## config.mk

```make
export PLATFORM = sky130hd
export DESIGN_NAME = dat_rx_phys
export DESIGN_NICKNAME = d
export VERILOG_FILES = /design/src/rtl/dat_rx_phys.sv
export SDC_FILE = /design/constraint.sdc
export NUM_CORES = 1
export LEC_CHECK = 0
export BUFFER_PORTS_ARGS = -buffer_cell sky130_fd_sc_hd__clkbuf_2
export CAP_MARGIN = 0
export CORE_MARGIN = 3
export CORE_UTILIZATION = 35
export CTS_BUF_LIST = sky130_fd_sc_hd__clkbuf_16
export CTS_CLUSTER_DIAMETER = 60
export DETAILED_ROUTE_END_ITERATION = 12
export GPL_TIMING_DRIVEN = 0
export PLACE_DENSITY = 0.62
export SLEW_MARGIN = 20
export SYNTH_ARGS = -nofsm -noshare
export SYNTH_HDL_FRONTEND = slang
export SYNTH_SLANG_ARGS = --single-unit
export TNS_END_PERCENT = 5
```

## constraint.sdc

```tcl
create_clock -name sd_clk -period 2.5 [get_ports sd_clk]
set_clock_uncertainty 0.2 [all_clocks]
set_input_delay 0.5 -clock sd_clk [delete_from_list [all_inputs] [get_ports sd_clk]]
set_output_delay 0.5 -clock sd_clk [all_outputs]
set_load 0.02 [all_outputs]
```

## src/rtl/dat_rx_phys.sv

```systemverilog
// -----------------------------------------------------------------------------
// dat_rx_phys -- receive half of the SD DAT physical layer.
//
// Waits for the card's start nibble (4'h0) on DAT[3:0], shifts in data nibbles
// MSB-first, packs them into FIFO_WIDTH words for the Rx FIFO, checks the
// per-line CRC16 and the end nibble of every block, and repeats for block_cnt
// blocks.
//
// Ports:
//   sd_clk          block clock, rising edge
//   rst             synchronous reset, active-high
//   DAT_din         DAT[3:0] from the card, sampled every edge
//   block_sz        bytes per block, latched at start
//   block_cnt       number of blocks, latched at start
//   read_flag       start request, honoured only when idle
//   rx_buf_full     Rx FIFO full
//   rx_buf_wr_enb   one-cycle Rx FIFO write strobe
//   rx_buf_din_out  assembled word, valid while rx_buf_wr_enb=1
//   rx_busy         high while a transfer is in progress
//   tf_finished     pulse: all blocks received cleanly
//   crc_err         pulse: CRC16 mismatch on any line
//   end_bit_err     pulse: end nibble was not 4'hF
//   timeout_err     pulse: no start nibble within TIMEOUT_CYCLES
//   overrun_err     pulse: word completed while the Rx FIFO was full
// -----------------------------------------------------------------------------
module dat_rx_phys #(
  parameter int FIFO_WIDTH      = 32,
  parameter int BLOCK_SZ_WIDTH  = 12,
  parameter int BLOCK_CNT_WIDTH = 16,
  parameter int TIMEOUT_CYCLES  = 1024
) (
  input  logic                       sd_clk,
  input  logic                       rst,
  input  logic [3:0]                 DAT_din,
  input  logic [BLOCK_SZ_WIDTH-1:0]  block_sz,
  input  logic [BLOCK_CNT_WIDTH-1:0] block_cnt,
  input  logic                       read_flag,
  input  logic                       rx_buf_full,
  output logic                       rx_buf_wr_enb,
  output logic [FIFO_WIDTH-1:0]      rx_buf_din_out,
  output logic                       rx_busy,
  output logic                       tf_finished,
  output logic                       crc_err,
  output logic                       end_bit_err,
  output logic                       timeout_err,
  output logic                       overrun_err
);

  localparam int NIB_PER_WORD = FIFO_WIDTH / 4;
  localparam int WNIB_W       = (NIB_PER_WORD > 1) ? $clog2(NIB_PER_WORD) : 1;
  // One extra bit: a block holds block_sz*2 nibbles.
  localparam int BNIB_W       = BLOCK_SZ_WIDTH + 1;
  localparam int TMO_W        = $clog2(TIMEOUT_CYCLES + 1);

  localparam logic [WNIB_W-1:0] WNIB_LAST = WNIB_W'(NIB_PER_WORD - 1);
  localparam logic [TMO_W-1:0]  TMO_LAST  = TMO_W'(TIMEOUT_CYCLES - 1);
  localparam logic [BNIB_W-1:0] CRC_LAST  = BNIB_W'(15);

  typedef enum logic [2:0] {
    S_IDLE,
    S_WAIT_START,
    S_DATA,
    S_CRC,
    S_END
  } state_t;

  // CRC16 (x^16+x^12+x^5+1), one bit, MSB-first.
  function automatic logic [15:0] crc16_step(input logic [15:0] crc, input logic din);
    logic fb;
    fb = crc[15] ^ din;
    crc16_step = {crc[14:0], 1'b0} ^ (fb ? 16'h1021 : 16'h0000);
  endfunction

  state_t                      state_q, state_d;
  logic [BLOCK_SZ_WIDTH-1:0]   blk_sz_q, blk_sz_d;
  logic [BLOCK_CNT_WIDTH-1:0]  blk_left_q, blk_left_d;
  logic [TMO_W-1:0]            tmo_q, tmo_d;
  // Nibble index within the block in DATA, reused as the CRC nibble index.
  logic [BNIB_W-1:0]           bnib_q, bnib_d;
  logic [WNIB_W-1:0]           wnib_q, wnib_d;
  // Only the first NIB_PER_WORD-1 nibbles are stored; the last is taken live.
  logic [FIFO_WIDTH-5:0]       shift_q, shift_d;
  logic [3:0][15:0]            crc_q, crc_d;
  logic                        crc_bad_q, crc_bad_d;

  logic                        wr_enb_q, wr_enb_d;
  logic [FIFO_WIDTH-1:0]       din_out_q, din_out_d;
  logic                        busy_q, busy_d;
  logic                        tf_q, tf_d;
  logic                        crc_err_q, crc_err_d;
  logic                        end_err_q, end_err_d;
  logic                        tmo_err_q, tmo_err_d;
  logic                        ovr_q, ovr_d;

  logic [FIFO_WIDTH-1:0]       word_d;
  logic [BNIB_W-1:0]           blk_last;
  logic [3:0]                  crc_msb;

  assign blk_last = {blk_sz_q, 1'b0} - BNIB_W'(1);

  always_comb begin
    state_d    = state_q;
    blk_sz_d   = blk_sz_q;
    blk_left_d = blk_left_q;
    tmo_d      = tmo_q;
    bnib_d     = bnib_q;
    wnib_d     = wnib_q;
    shift_d    = shift_q;
    crc_d      = crc_q;
    crc_bad_d  = crc_bad_q;
    wr_enb_d   = 1'b0;
    din_out_d  = din_out_q;
    tf_d       = 1'b0;
    crc_err_d  = 1'b0;
    end_err_d  = 1'b0;
    tmo_err_d  = 1'b0;
    ovr_d      = 1'b0;
    word_d     = {shift_q, DAT_din};
    crc_msb    = 4'h0;

    case (state_q)
      S_IDLE: begin
        if (read_flag) begin
          if (block_cnt != '0) begin
            blk_sz_d   = block_sz;
            blk_left_d = block_cnt;
            tmo_d      = '0;
            state_d    = S_WAIT_START;
          end else begin
            tf_d = 1'b1;
          end
        end
      end

      S_WAIT_START: begin
        if (DAT_din == 4'h0) begin
          crc_d     = '0;
          crc_bad_d = 1'b0;
          bnib_d    = '0;
          wnib_d    = '0;
          state_d   = S_DATA;
        end else if (tmo_q == TMO_LAST) begin
          // This is the TIMEOUT_CYCLES-th edge without a start nibble.
          tmo_err_d = 1'b1;
          state_d   = S_IDLE;
        end else begin
          tmo_d = tmo_q + TMO_W'(1);
        end
      end

      S_DATA: begin
        shift_d = word_d[FIFO_WIDTH-5:0];
        for (int i = 0; i < 4; i++) begin
          crc_d[i] = crc16_step(crc_q[i], DAT_din[i]);
        end
        bnib_d = bnib_q + BNIB_W'(1);
        wnib_d = (wnib_q == WNIB_LAST) ? '0 : wnib_q + WNIB_W'(1);
        if ((wnib_q == WNIB_LAST) && rx_buf_full) begin
          ovr_d   = 1'b1;
          state_d = S_IDLE;
        end else begin
          if (wnib_q == WNIB_LAST) begin
            wr_enb_d  = 1'b1;
            din_out_d = word_d;
          end
          if (bnib_q == blk_last) begin
            bnib_d  = '0;
            state_d = S_CRC;
          end
        end
      end

      S_CRC: begin
        // Compare each received CRC bit against the computed MSB as it
        // arrives, then shift the computed CRC so the next bit lines up.
        for (int i = 0; i < 4; i++) begin
          crc_msb[i] = crc_q[i][15];
          crc_d[i]   = {crc_q[i][14:0], 1'b0};
        end
        crc_bad_d = crc_bad_q | (|(DAT_din ^ crc_msb));
        bnib_d    = bnib_q + BNIB_W'(1);
        if (bnib_q == CRC_LAST) begin
          state_d = S_END;
        end
      end

      S_END: begin
        if (crc_bad_q) begin
          crc_err_d = 1'b1;
          state_d   = S_IDLE;
        end else if (DAT_din != 4'hF) begin
          end_err_d = 1'b1;
          state_d   = S_IDLE;
        end else if (blk_left_q == BLOCK_CNT_WIDTH'(1)) begin
          blk_left_d = '0;
          tf_d       = 1'b1;
          state_d    = S_IDLE;
        end else begin
          blk_left_d = blk_left_q - BLOCK_CNT_WIDTH'(1);
          tmo_d      = '0;
          state_d    = S_WAIT_START;
        end
      end

      default: state_d = S_IDLE;
    endcase

    busy_d = (state_d != S_IDLE);
  end

  always_ff @(posedge sd_clk) begin
    if (rst) begin
      state_q    <= S_IDLE;
      blk_sz_q   <= '0;
      blk_left_q <= '0;
      tmo_q      <= '0;
      bnib_q     <= '0;
      wnib_q     <= '0;
      shift_q    <= '0;
      crc_q      <= '0;
      crc_bad_q  <= 1'b0;
      wr_enb_q   <= 1'b0;
      din_out_q  <= '0;
      busy_q     <= 1'b0;
      tf_q       <= 1'b0;
      crc_err_q  <= 1'b0;
      end_err_q  <= 1'b0;
      tmo_err_q  <= 1'b0;
      ovr_q      <= 1'b0;
    end else begin
      state_q    <= state_d;
      blk_sz_q   <= blk_sz_d;
      blk_left_q <= blk_left_d;
      tmo_q      <= tmo_d;
      bnib_q     <= bnib_d;
      wnib_q     <= wnib_d;
      shift_q    <= shift_d;
      crc_q      <= crc_d;
      crc_bad_q  <= crc_bad_d;
      wr_enb_q   <= wr_enb_d;
      din_out_q  <= din_out_d;
      busy_q     <= busy_d;
      tf_q       <= tf_d;
      crc_err_q  <= crc_err_d;
      end_err_q  <= end_err_d;
      tmo_err_q  <= tmo_err_d;
      ovr_q      <= ovr_d;
    end
  end

  assign rx_buf_wr_enb  = wr_enb_q;
  assign rx_buf_din_out = din_out_q;
  assign rx_busy        = busy_q;
  assign tf_finished    = tf_q;
  assign crc_err        = crc_err_q;
  assign end_bit_err    = end_err_q;
  assign timeout_err    = tmo_err_q;
  assign overrun_err    = ovr_q;

endmodule

```

==> impl_metrics.ini <==
[routing]
ant_nets = 0
drc = 0
wl_per_cell_um = 15.1
totalWireLength_um = 19800
drt_iter0_drc = 523
dr.pass1.iters = 5
via_per_inst = 5.28
vias = 6919

[floorplanning]
die_area_mm2 = 0.0245
ios = 75
row_count = 54
fp.coreArea_mm2 = 0.0220
die_w_um = 157
die_h_um = 157
start_util = 0.360

[setup_path]
worstPathRequired_ns = 2.63
worst-setup-path-type = flop to flop
critPathMaxFanout = 10
crit_path_end_kind = flop
startpoint_type = flop
arrival_ns = 2.71

[cts]
insertion_delay_ns = 0.44
cts_tree = done
htreeDepth = 4
cts_sinks = 190
cts_setup_buffers = 0
clk_pin_slew_ns = 0.07
root_buffer = clkbuf_16
cts_made_buffers = 17
clockBufferDepth = 2

[min_path]
hold_path.class = input port to flop

[pwr]
swShare = 0.246
comb_power_share = 0.085
p_seq_frac = 0.485
cellLeakagePower_nw = 3.62
ir_worst_vdd_mv = 0.530
clkPwrFrac = 0.430
power_density_mw_per_mm2 = 685
internal-power_w = 0.00484
switchingPower_w = 0.00158
total_power_w = 0.00642

[logic_synthesis]
ys_ff_latch = 190
ys_warn_count = 0
synthCells = 926
synth_top_area_share = 0.479
synth_top_area_cell = dfxtp_1
synth_ff_type = dfxtp_1
async_reset_ff_frac = 0
synth-edff-count = 0
syn-num-nets = 969
synth_area_leaders = dfxtp_1, a22oi_1, nand2_1
syn_area_mm2 = 0.00794
syn_avg_cell_area_um2 = 8.57
yosysSeqAreaShare = 0.479
ys_types = 64

[placement]
io_buffer_count = 74
gp_congestion = 0.816
placed_cells = 1280
post-dp-hpwl_um = 13900

[sta]
fmax_mhz = 387
hold_ws_ns = 0.0993
setup_viol = 10
layout_worst_path_cycle_share = 1.03
hold_viol = 0
maxSlewViolCount = 0
layout_setup_ws_ns = -0.0855
slew_headroom = 0.498
worstMarginPinSlew_ns = 0.746
period_needed_ns = 2.59
rsz0062_at_grt = yes

[flow_run]
drv_cap = 0

[final_layout]
final_nets = 1062
drive_above_1_share = 0.145
area_growth_pct = 18.0
fillers = 2195
final_common_cell = dfxtp_1
layout_common_cells = dfxtp_1, nand2_1, nor2_1
layoutNonFillerInstCount = 1310
diodes = 0

[global_routing]
antenna_found_initial = 1
grt_max_degree = 17
track_usage = 0.162
grt_overflow = 0
grt_pass1_wl_um = 32300
grt_pass1_vias = 6410

[status]
status = finished with violations
violations = setup timing
## flip-flops by register name (all words and copies together) (netlist names)
name	flops
blk_left_q	16
blk_sz_q	12
bnib_q	13
crc_bad_q	1
crc_err	1
crc_q	64
end_bit_err	1
overrun_err	1
rx_buf_din_out	32
rx_buf_wr_enb	1
rx_busy	1
shift_q	28
state_q	3
tf_finished	1
timeout_err	1
tmo_q	11
wnib_q	3
## worst max-delay path, cell delays in order, from the launching register on
cell	delay, ns
dfxtp_1	0.31
buf_6	0.13
or4_4	0.55
nor4_2	0.29
or4_1	0.16
o31ai_1	0.12
or3_4	0.41
buf_6	0.15
and3_1	0.14
## per-layer routing
| metal | wire length [µm] | track usage | vias to the layer above |
|---|---|---|---|
| met5 | 13 | 0 | - |
| met4 | 235 | 0.0438 | 2 |
| met3 | 836 | 0.0420 | 29 |
| li1 | - | - | 3476 |
| met2 | 9250 | 0.259 | 134 |
| met1 | 9410 | 0.218 | 3278 |
## stage by stage
stage               setup TNS, ns  worst slack, ns  area (µm²)  utilization
floorplan                       0           0.0144        7940            -
global placement           -44.33           -0.538        8660        0.393
detailed placement         -43.46           -0.529        8660        0.393
CTS                         -6.02           -0.164        9320        0.423
global route                -3.12           -0.208        9370        0.425
finish                     -0.716          -0.0855        9370        0.425
## path summary, 6_finish.rpt
kind / depth (start not counted) / slack [ns] / start / end
worst min-delay path: 3 / 0.1 / block_sz[1] / blk_sz_q[1]
worst max-delay path: 8 / -0.09 / blk_sz_q[2] / bnib_q[4]
worst min register to register: 2 / 0.25 / shift_q[27] / rx_buf_din_out[31]
worst max register to register: 8 / -0.09 / blk_sz_q[2] / bnib_q[4]
## cells by family after synthesis
| family | after synthesis | share of synthesized area |
|---|---|---|
| mux | 12 | 0.0151 |
| fa+ha+maj | 7 | 0.0110 |
| buf+inv | 68 | 0.0345 |
| xor+xnor | 35 | 0.0386 |
| flops | 190 | 0.479 |
| compound gates | 222 | 0.188 |
| simple gates | 392 | 0.233 |
## synth_stat cells, types with 20 or more instances
cell type  instances
dfxtp_1          190
nor3_1            20
a22oi_1           74
clkbuf_1          50
nor2_1           129
o21ai_1           21
and3_1            22
nand2_1          133
a21oi_1           64
xor2_1            22
## layout make-up
type / count / area, µm² / share of cell area
Buffer: 63 / 295 / 0.0315
Inverter: 5 / 18.8 / 0.00200
Sequential cell: 190 / 3810 / 0.406
Multi-Input combinational cell: 668 / 3940 / 0.420
Clock inverter: 13 / 166 / 0.0178
Clock buffer: 17 / 425 / 0.0454
Timing Repair Buffer: 74 / 370 / 0.0395
Tap cell: 280 / 350 / 0.0374
## power groups by stage
| stage | Combinational [W] | Clock [W] | Sequential, W |
|---|---|---|---|
| floorplan | 0.000372 | 0 | 0.00317 |
| global placement | 0.000518 | 0 | 0.00318 |
| detailed placement | 0.000521 | 0 | 0.00318 |
| CTS | 0.000537 | 0.00282 | 0.00311 |
| global route | 0.000609 | 0.00294 | 0.00312 |
| finish | 0.000546 | 0.00276 | 0.00312 |
## repair_timing
| item | 4_1_cts | 5_1_grt |
|---|---|---|
| hold buffers | 0 | 0 |
| endpoints found under the setup margin | 96 | 129 |
| pin swaps | 5 | 3 |
| gates resized for setup | 19 | 32 |
(Power assumes the default switching activity.)
